[src/rtl/mux4way_arb.sv]
// Four-source round-robin merge into a single registered valid/ready stream.
// The index of the source that supplied each word is carried on out_sel.
//
// state | meaning
// EMPTY | output register holds no word; out_valid=0
// FULL  | output register holds a word awaiting the sink; out_valid=1
module mux4way_arb #(
  parameter int WIDTH = 16
) (
  input  logic             clk,
  input  logic             reset_n,
  input  logic [WIDTH-1:0] a,
  input  logic [WIDTH-1:0] b,
  input  logic [WIDTH-1:0] c,
  input  logic [WIDTH-1:0] d,
  input  logic [3:0]       in_valid,
  output logic [3:0]       in_ready,
  output logic [WIDTH-1:0] out,
  output logic [1:0]       out_sel,
  output logic             out_valid,
  input  logic             out_ready
);

  typedef enum logic {EMPTY = 1'b0, FULL = 1'b1} state_t;

  state_t           state, state_nxt;
  logic [1:0]       ptr;
  logic [3:0]       req_rot;
  logic [1:0]       offset;
  logic [1:0]       grant_idx;
  logic             grant;
  logic             load_ok;
  logic [WIDTH-1:0] word_sel;

  assign load_ok = (state == EMPTY) || out_ready;

  // Rotate requests so bit 0 is the source at ptr; lowest set bit wins.
  assign req_rot = 4'({in_valid, in_valid} >> ptr);

  always_comb begin
    offset = 2'd0;
    casez (req_rot)
      4'b???1: offset = 2'd0;
      4'b??10: offset = 2'd1;
      4'b?100: offset = 2'd2;
      4'b1000: offset = 2'd3;
      default: offset = 2'd0;
    endcase
  end

  assign grant_idx = ptr + offset;
  assign grant     = reset_n && load_ok && (in_valid != 4'b0000);
  assign in_ready  = grant ? (4'b0001 << grant_idx) : 4'b0000;

  always_comb begin
    word_sel = a;
    case (grant_idx)
      2'd0: word_sel = a;
      2'd1: word_sel = b;
      2'd2: word_sel = c;
      2'd3: word_sel = d;
      default: word_sel = a;
    endcase
  end

  always_comb begin
    state_nxt = state;
    case (state)
      EMPTY: if (grant) state_nxt = FULL;
      FULL:  if (out_ready && !grant) state_nxt = EMPTY;
      default: state_nxt = EMPTY;
    endcase
  end

  always_ff @(posedge clk or negedge reset_n) begin
    if (!reset_n) begin
      state <= EMPTY;
    end else begin
      state <= state_nxt;
    end
  end

  // Data and pointer only move on a grant; a pure drain leaves them untouched.
  always_ff @(posedge clk or negedge reset_n) begin
    if (!reset_n) begin
      out     <= '0;
      out_sel <= 2'd0;
      ptr     <= 2'd0;
    end else if (grant) begin
      out     <= word_sel;
      out_sel <= grant_idx;
      ptr     <= grant_idx + 2'd1;
    end
  end

  assign out_valid = (state == FULL);

endmodule

[config.mk]
export PLATFORM = sky130hd
export DESIGN_NAME = mux4way_arb
export DESIGN_NICKNAME = d
export VERILOG_FILES = /design/src/rtl/mux4way_arb.sv
export SDC_FILE = /design/constraint.sdc
export NUM_CORES = 1
export LEC_CHECK = 0
export BUFFER_PORTS_ARGS = -buffer_cell sky130_fd_sc_hd__buf_2
export CAP_MARGIN = 20
export CORE_MARGIN = 5
export CORE_UTILIZATION = 43
export CTS_CLUSTER_SIZE = 14
export DETAILED_ROUTE_END_ITERATION = 8
export HOLD_SLACK_MARGIN = 0.12
export PLACE_DENSITY = 0.9
export SLEW_MARGIN = 20
export SYNTH_ARGS = -nofsm -noshare
export SYNTH_HDL_FRONTEND = slang
export SYNTH_SLANG_ARGS = --single-unit
[constraint.sdc]
create_clock -name clk -period 3.4 [get_ports clk]
set_clock_uncertainty 0.1 [all_clocks]
set_input_delay 0 -clock clk [delete_from_list [all_inputs] [get_ports clk]]
set_output_delay 0 -clock clk [all_outputs]
set_load 0.02 [all_outputs]
==> metrics.yaml, run 1 <==
grtUsageMet2_pct: 49.68
placed_area_mm2: 0.001974
reg2reg_from: "ptr[1]$_DFFE_PN0P_"
antenna_found_initial: 1
r2r-end: "out[10]$_DFFE_PN0P_"
async_reset_ff_share_pct: 100.0
worst_pin_slew_ns: 0.4542
grt_pass1_vias: 2433
synth_top_cell_area_share_pct: 34.71
use_met3_pct: 12.32
period_share_pct: 99.37
cp_data_required_time_ns: 3.49
place.gp.congestion: 0.8357
yosys_register_bits: 21
grt_usage_pct: 32.19
vdd_drop_max_mv: 0.5595
numCtsBuffers: 3
clock-root-buffer: "clkbuf_4"
power_density_mw_per_mm2: 882.3
clockBufferDepth: 2
synth_area_per_cell_um2: 8.096
synth_cell_type_count: 29
grt_util_met1_pct: 39.50
hold_path_class: "input port to flop"
synth_seq_area_share_pct: 34.71
reg2reg_setup_slack_ns: 0.02
fp.dieW_um: 69.34
ant_nets: 0
fmax_mhz: 296.0
status: "finished, final reports clean"
grt.busiest_layer: "met2"
place_inst: 315
placementRows: 21
cts_tree: "built"
startpoint: "ptr[1]$_DFFE_PN0P_"
final_util_pct: 81.03
initialDrtViolationCount: 389
hold_end: "out_sel[1]$_DFFE_PN0P_"
dieArea_mm2: 0.004807
clock_latency_ns: 0.31
post_drt_wl_per_cell_um: 20.65
vias_per_cell: 6.020
wirelength_um: 8093
slew_headroom_pct: 69.32
grt_overflow: 0
synth_fp_nets: 262
reg2reg_depth: 17
post-synth-top-count-cell: "o21ai_0"
ys.warnings.count: 0
synth_edf_count: 0
cp-start-kind: "flop"
crit_fanout: 20
hold_depth: 6
io_buffers: 93
syn2layout_area_growth_pct: 80.00
setup-violations-final: 0
grt_max_degree: 39
drt_pre_antenna_iters: 5
fin_crit_ns: 3.379
start_util_pct: 45.01
netlist_area_mm2: 0.001514
vias: 2360
route.detailed.drc: 0
clk_pin_slew_ns: 0.12
p_leak_nw: 1.286
syn-instance-count: 187
end_kind: "flop"
nNetsFinal: 421
synthTopCellsByArea: "dfrtp_1 35%, a221oi_1 9.3%, o21ai_0 8.6%"
core_area_mm2: 0.003363
min-delay-start: "in_valid[0]"
synth_commonest_cells: "26 x o21ai_0, 21 x dfrtp_1, 20 x a21oi_1, 19 x nor2_1, 18 x nor3_1"
ctsHtreeMaxLevel: 1
drv_slew: 0
finalInstanceArea_mm2: 0.002725
post-dp-hpwl_um: 3575
synth_top_area_cell: "dfrtp_1"
stdcell_count: 392
critPathKind: "flop to flop"
cp_data_arrival_time_ns: 3.47
synthFlopType: "dfrtp_1"
layout-drive-gt1-share_pct: 35.07
cap_violations: 0
clock_sinks: 21
fp.dieH_um: 69.34
io_pins: 94
final-hold-violation-count: 0
grt_pass1_wl_um: 12380
## report_power, final
part | internal (W) | switching, W
registers | 0.000371 | 0.000104
clock network | 0.0000458 | 0.0000778
logic | 0.000692 | 0.00111
total | 0.00111 | 0.00129
## cells by family (layout without fill, tap and decap cells)
group | count (synthesis) | after routing | synth area share, %
other | 0 | 1 | 0
and+or+nand+nor | 61 | 61 | 20.17
DFF | 21 | 21 | 34.71
xor gates and xnor gates | 1 | 1 | 0.5786
buffers and inverters | 22 | 180 | 8.347
AOI/OAI and AO/OA | 78 | 78 | 32.89
adders and majority gates | 4 | 4 | 3.306
## cell type report
cell class | instances | area [um2]
tap | 46 | 57.56
antenna | 1 | 2.502
fill | 188 | 638.1
multi-input combinational | 144 | 872.1
inverter | 5 | 18.77
clock buffer | 4 | 26.28
timing repair buffer | 171 | 1221
sequential | 21 | 526.8
## flip-flops by register name, indices dropped and copies added (netlist names)
| signal | cells |
|---|---|
| out | 16 |
| out_sel | 2 |
| ptr | 2 |
| out_valid | 1 |
## what timing repair did
item                                    in CTS  in global routing
endpoints found under the setup margin       0                 19
resized for setup                            0                  6
setup buffers                                0                  4
hold buffers                                68                  0
hold endpoints to repair                    38                  0
## through the flow
stage	setup TNS (ns)	total power (W)	setup WS (ns)	hold slack [ns]
after floorplan	0	0.001564	0.4759	-0.3956
final	0	0.002404	0.02126	0.3176
after detailed placement	0	0.001960	0.1222	-0.1083
after global placement	0	0.001918	0.2909	-0.1137
after CTS	0	0.002141	0.09430	0.2189
after global routing	-0.07531	0.002529	-0.06302	0.3544
## layout by cell type, fill, tap and decap left out, drive strengths merged, types with 5 or more instances in the layout
master and count:
buf 103, inv 5, nor3 18, a21oi 20, a221oi 16, dlygate4sd3 68
dfrtp 21, o21ai 38, nor2 19, nand2 8
## layer usage
metal	vias to the layer above	routed length, um
met5	-	0
met2	241	3545
met1	1056	2848
li1	1009	-
met4	0	482
met3	54	1216
## worst max path at each step
stage	to	slack (ns)	cells past startpoint
2_1_floorplan	out[15]$_DFFE_PN0P_	0.48	18
3_3_place_gp	out[11]$_DFFE_PN0P_	0.29	15
3_5_place_dp	out[8]$_DFFE_PN0P_	0.12	15
4_1_cts	out[10]$_DFFE_PN0P_	0.09	15
5_1_grt	out[4]$_DFFE_PN0P_	-0.06	17
6_report	out[10]$_DFFE_PN0P_	0.02	17
## worst max-delay path: stages (launching register included)
cell	delay, ns
dfrtp_2	0.48
buf_4	0.16
o21ai_0	0.14
a21oi_1	0.08
a21oi_1	0.12
a21oi_1	0.09
ha_1	0.21
xnor2_1	0.14
a31oi_1	0.26
nand2b_2	0.23
ha_1	0.18
buf_4	0.18
inv_1	0.07
buf_4	0.20
nor2_1	0.19
nor3_1	0.07
a21oi_1	0.21
o21ai_0	0.14
Power figures use the tool's default switching activity.
==> run 2: changes to the inputs <==
Settings changed: CORE_MARGIN 5 to unset, CTS_CLUSTER_DIAMETER set to 40.
==> metrics.yaml, run 2 (synthesis results as in run 1) <==
fin_crit_ns: 3.191
grt.busiest_layer: "met2"
vias_per_cell: 5.997
post-dp-hpwl_um: 3038
grt_pass1_vias: 2210
crit_fanout: 9
fmax_mhz: 313.3
p_clk_share_pct: 5.2
worst_pin_slew_ns: 1.006
grtUsageMet2_pct: 64.13
ant_nets: 0
num_antenna_cells: 0
clockBufferDepth: 2
p_sw_w: 0.001379
power_frac_seq_pct: 18.7
period_share_pct: 93.87
vdd_drop_max_mv: 0.4927
io_buffers: 93
pre_cts_ws_ns: 0.08527
nNetsFinal: 421
grt_max_degree: 39
drt_pre_antenna_iters: 5
power_density_mw_per_mm2: 918.4
fp.dieH_um: 61.34
hold_path_class: "input port to flop"
cp_data_required_time_ns: 3.47
use_met3_pct: 9.244
whs_ns: 0.2671
numCtsBuffers: 3
reg2reg_setup_slack_ns: 0.21
placementRows: 21
power.share.switching_pct: 54.59
io_pins: 94
drv_slew: 0
cap_violations: 0
grt_usage_pct: 39.17
route.detailed.drc: 0
cp-start-kind: "flop"
hold_end: "ptr[0]$_DFFE_PN0P_"
critPathKind: "flop to flop"
start_util_pct: 45.01
post_drt_wl_per_cell_um: 19.88
regMostFlops: "out"
slew_headroom_pct: 32.69
r2r-end: "out[9]$_DFFE_PN0P_"
cts_tree: "built"
fillers: 206
grt_overflow: 0
wirelength_um: 7773
clock_latency_ns: 0.30
ctsHtreeMaxLevel: 1
layout-drive-gt1-share_pct: 35.94
p_leak_nw: 1.277
reg2reg_depth: 16
grt_util_met1_pct: 48.69
min-delay-start: "in_valid[3]"
final-hold-violation-count: 0
reg.largest.list: "out (16), out_sel (2), ptr (2)"
vias: 2345
end_kind: "flop"
placed_area_mm2: 0.001944
reg2reg_from: "ptr[1]$_DFFE_PN0P_"
p_comb_share_pct: 76.1
final_util_pct: 81.77
grt_pass1_wl_um: 10550
final_common_cell: "buf_2"
hold_depth: 4
place.gp.congestion: 0.7587
core_area_mm2: 0.003363
antenna_found_initial: 0
finalInstanceArea_mm2: 0.002750
clock-root-buffer: "clkbuf_4"
setup-violations-final: 0
dieArea_mm2: 0.003762
cp_data_arrival_time_ns: 3.26
initialDrtViolationCount: 277
setup_slack_ns: 0.2085
syn2layout_area_growth_pct: 81.65
intPower_w: 0.001147
final_cell_mix: "93 x buf_2, 68 x dlygate4sd3_1, 26 x o21ai_0, 20 x dfrtp_1"
status: "finished, final reports clean"
clock_sinks: 21
fp.dieW_um: 61.34
largest_reg_flops: 16
clk_pin_slew_ns: 0.12
==> run 2: layout make-up <==
type                            instances  area, um2  area share (%)
Clock buffer                            4      26.28          0.9554
Inverter                                5      22.52          0.8189
Multi-Input combinational cell        144      895.9           32.58
Sequential cell                        21      526.8           19.15
Tap cell                               46      57.56           2.093
Timing Repair Buffer                  169       1206           43.86
Timing Repair inverter                  2      15.01          0.5460
==> run 2: stage by stage <==
step / total power, W / std cells / setup TNS (ns)
after floorplan: 0.001564 / 187 / 0
after global placement: 0.001860 / 311 / 0
after detailed placement: 0.001901 / 311 / 0
after CTS: 0.002087 / 383 / 0
after global routing: 0.002644 / 391 / -0.1282
final: 0.002526 / 391 / 0
==> run 2: how the worst max path moves through the flow <==
stage	startpoint	depth (start not counted)	slack, ns	endpoint
6_report	ptr[1]$_DFFE_PN0P_	16	0.21	out[9]$_DFFE_PN0P_
4_1_cts	ptr[1]$_DFFE_PN0P_	15	0.07	out[2]$_DFFE_PN0P_
3_5_place_dp	ptr[1]$_DFFE_PN0P_	15	0.09	out[2]$_DFFE_PN0P_
3_3_place_gp	ptr[1]$_DFFE_PN0P_	15	0.25	out[10]$_DFFE_PN0P_
5_1_grt	ptr[1]$_DFFE_PN0P_	15	-0.07	out[12]$_DFFE_PN0P_
2_1_floorplan	ptr[1]$_DFFE_PN0P_	18	0.48	out[15]$_DFFE_PN0P_
==> run 2: what timing repair did <==
action                     CTS  global route
hold buffers                68             0
setup endpoints to repair    0            18
hold endpoints to repair    38             0
setup buffers                0             6
gates resized for setup      0            11
==> run 2: metal layers <==
metal	wire length, um	vias to the layer above	share of wire, %
met5	0	-	0
li1	-	1008	-
met1	2827	1034	36
met3	902	58	12
met2	3598	245	46
met4	445	0	5.7
==> run 2: power groups by stage <==
stage	Combinational [W]	Sequential [W]	Clock (W)
floorplan	0.000998	0.000565	0
global placement	0.00141	0.000451	0
detailed placement	0.00144	0.000458	0
CTS	0.00151	0.000452	0.000127
global route	0.00202	0.000482	0.000137
finish	0.00192	0.000472	0.000130
==> run 2: critical path, cell delays in order, from the launching register on <==
cell        delay [ns]
dfrtp_2           0.46
nand2_1           0.07
a21oi_1           0.15
nor2_1            0.05
a211oi_1          0.23
a21oi_1           0.07
ha_1              0.20
xnor2_1           0.14
a31oi_1           0.16
nand2b_1          0.21
ha_2              0.32
clkinvlp_4        0.24
buf_4             0.20
nor2_1            0.13
nor3_1            0.07
a21oi_1           0.15
o21ai_0           0.10
==> run 3: changes to the inputs <==
Settings changed: CORE_MARGIN set to 4.
==> metrics.yaml, run 3 (synthesis results as in run 1) <==
io_buffers: 93
final-hold-violation-count: 0
clock-root-buffer: "clkbuf_4"
whs_ns: 0.2441
place_inst: 314
reg2reg_depth: 15
finalInstanceArea_mm2: 0.002731
critPathKind: "flop to flop"
grt_pass1_wl_um: 11760
vias: 2409
drt_pre_antenna_iters: 7
reg2reg_setup_slack_ns: 0.15
cp_data_required_time_ns: 3.48
io_pins: 94
final_cell_mix: "93 x buf_2, 68 x dlygate4sd3_1, 26 x o21ai_0, 20 x a21oi_1, 20 x dfrtp_1"
grt_max_degree: 23
grt_pass1_vias: 2423
placed_area_mm2: 0.001967
reg.largest.list: "out (16), out_sel (2), ptr (2)"
period_share_pct: 95.73
placementRows: 21
cp-start-kind: "flop"
fp.dieH_um: 67.34
core_area_mm2: 0.003363
cap_violations: 0
largest_reg_flops: 16
clockBufferDepth: 2
fp.dieW_um: 67.34
hold_end: "ptr[0]$_DFFE_PN0P_"
setup-violations-final: 0
antenna_found_initial: 0
grt_overflow: 0
vdd_drop_max_mv: 0.5887
drv_slew: 0
wirelength_um: 7839
syn2layout_area_growth_pct: 80.41
numCtsBuffers: 3
vias_per_cell: 6.145
status: "finished, final reports clean"
crit_fanout: 17
hold_path_class: "input port to flop"
ant_nets: 0
pre_cts_ws_ns: 0.1167
fmax_mhz: 307.2
route.detailed.drc: 0
final_common_cell: "buf_2"
r2r-end: "out[8]$_DFFE_PN0P_"
grt_usage_pct: 34.86
dieArea_mm2: 0.004534
clock_sinks: 21
clock_latency_ns: 0.31
slew_headroom_pct: 45.73
hold_depth: 4
layout-drive-gt1-share_pct: 34.88
power_density_mw_per_mm2: 888.1
regMostFlops: "out"
end_kind: "flop"
stdcell_count: 392
start_util_pct: 45.01
post_drt_wl_per_cell_um: 20.00
worst_pin_slew_ns: 0.8140
p_leak_nw: 1.285
clk_pin_slew_ns: 0.12
min-delay-start: "in_valid[3]"
cp_data_arrival_time_ns: 3.34
final_util_pct: 81.21
initialDrtViolationCount: 303
nNetsFinal: 420
place.gp.congestion: 0.8574
fin_crit_ns: 3.255
post-dp-hpwl_um: 3382
setup_slack_ns: 0.1453
reg2reg_from: "ptr[1]$_DFFE_PN0P_"
ctsHtreeMaxLevel: 1
cts_tree: "built"
## run 3: cell count changes in the layout (fill, tap and decap cells not counted)
cell | before | now
ha_1 | 1 | 2
inv_1 | 4 | 5
a21oi_2 | 1 | 0
buf_6 | 0 | 1
clkinvlp_4 | 3 | 0
ha_4 | 1 | 0
diode_2 | 0 | 2
a21oi_1 | 19 | 20
## run 3: repair_timing
action | 4_1_cts | 5_1_grt
endpoints found under the setup margin | 0 | 19
endpoints found under the hold margin | 38 | 0
hold buffers | 68 | 0
gates resized for setup | 0 | 6
buffers inserted | 0 | 4
## run 3: metrics by stage
stage               total power [W]  TNS, ns
floorplan                  0.001564        0
global placement           0.001892        0
detailed placement         0.001932        0
CTS                        0.002112        0
global route               0.002560  -0.4802
finish                     0.002426        0
## run 3: cell type report
class	count	area [um2]
multi-input combinational	144	879.6
fill	200	631.9
sequential	21	526.8
clock buffer	4	26.28
antenna	2	5.005
timing repair buffer	170	1217
inverter	5	18.77
tap	46	57.56
## run 3: worst max path at each step
stage,startpoint,endpoint,slack [ns]
after global placement,ptr[1]$_DFFE_PN0P_,out[10]$_DFFE_PN0P_,0.28
final,ptr[1]$_DFFE_PN0P_,out[8]$_DFFE_PN0P_,0.15
after global routing,ptr[1]$_DFFE_PN0P_,out[9]$_DFFE_PN0P_,-0.07
after detailed placement,ptr[1]$_DFFE_PN0P_,out[10]$_DFFE_PN0P_,0.12
after CTS,ptr[1]$_DFFE_PN0P_,out[10]$_DFFE_PN0P_,0.08
after floorplan,ptr[1]$_DFFE_PN0P_,out[15]$_DFFE_PN0P_,0.48
## run 3: metal layers
metal | GRT usage, % | share of wire [%]
met1 | 40.97 | 35
met3 | 13.31 | 13
met4 | 24.05 | 6.6
met5 | 0 | 0
met2 | 52.15 | 45
## run 3: critical path, stage by stage, from the launching register on
cell      delay (ns)
dfrtp_2         0.46
nand2_1         0.07
a21oi_1         0.13
nor2_1          0.05
a211oi_1        0.24
a21oi_1         0.08
ha_1            0.20
xnor2_1         0.14
a31oi_1         0.21
nand2b_1        0.22
inv_1           0.10
ha_2            0.34
a221oi_1        0.40
nor3_1          0.08
a21oi_1         0.21
o21ai_2         0.08
## run 3: where the power goes
part / switching, W / leakage (nW) / internal, W / total (W)
clock: 0.0000835 / 0.0150 / 0.0000459 / 0.000129
combinational: 0.00114 / 1.01 / 0.000696 / 0.00183
sequential: 0.0000910 / 0.256 / 0.000371 / 0.000462
total: 0.00131 / 1.29 / 0.00111 / 0.00243
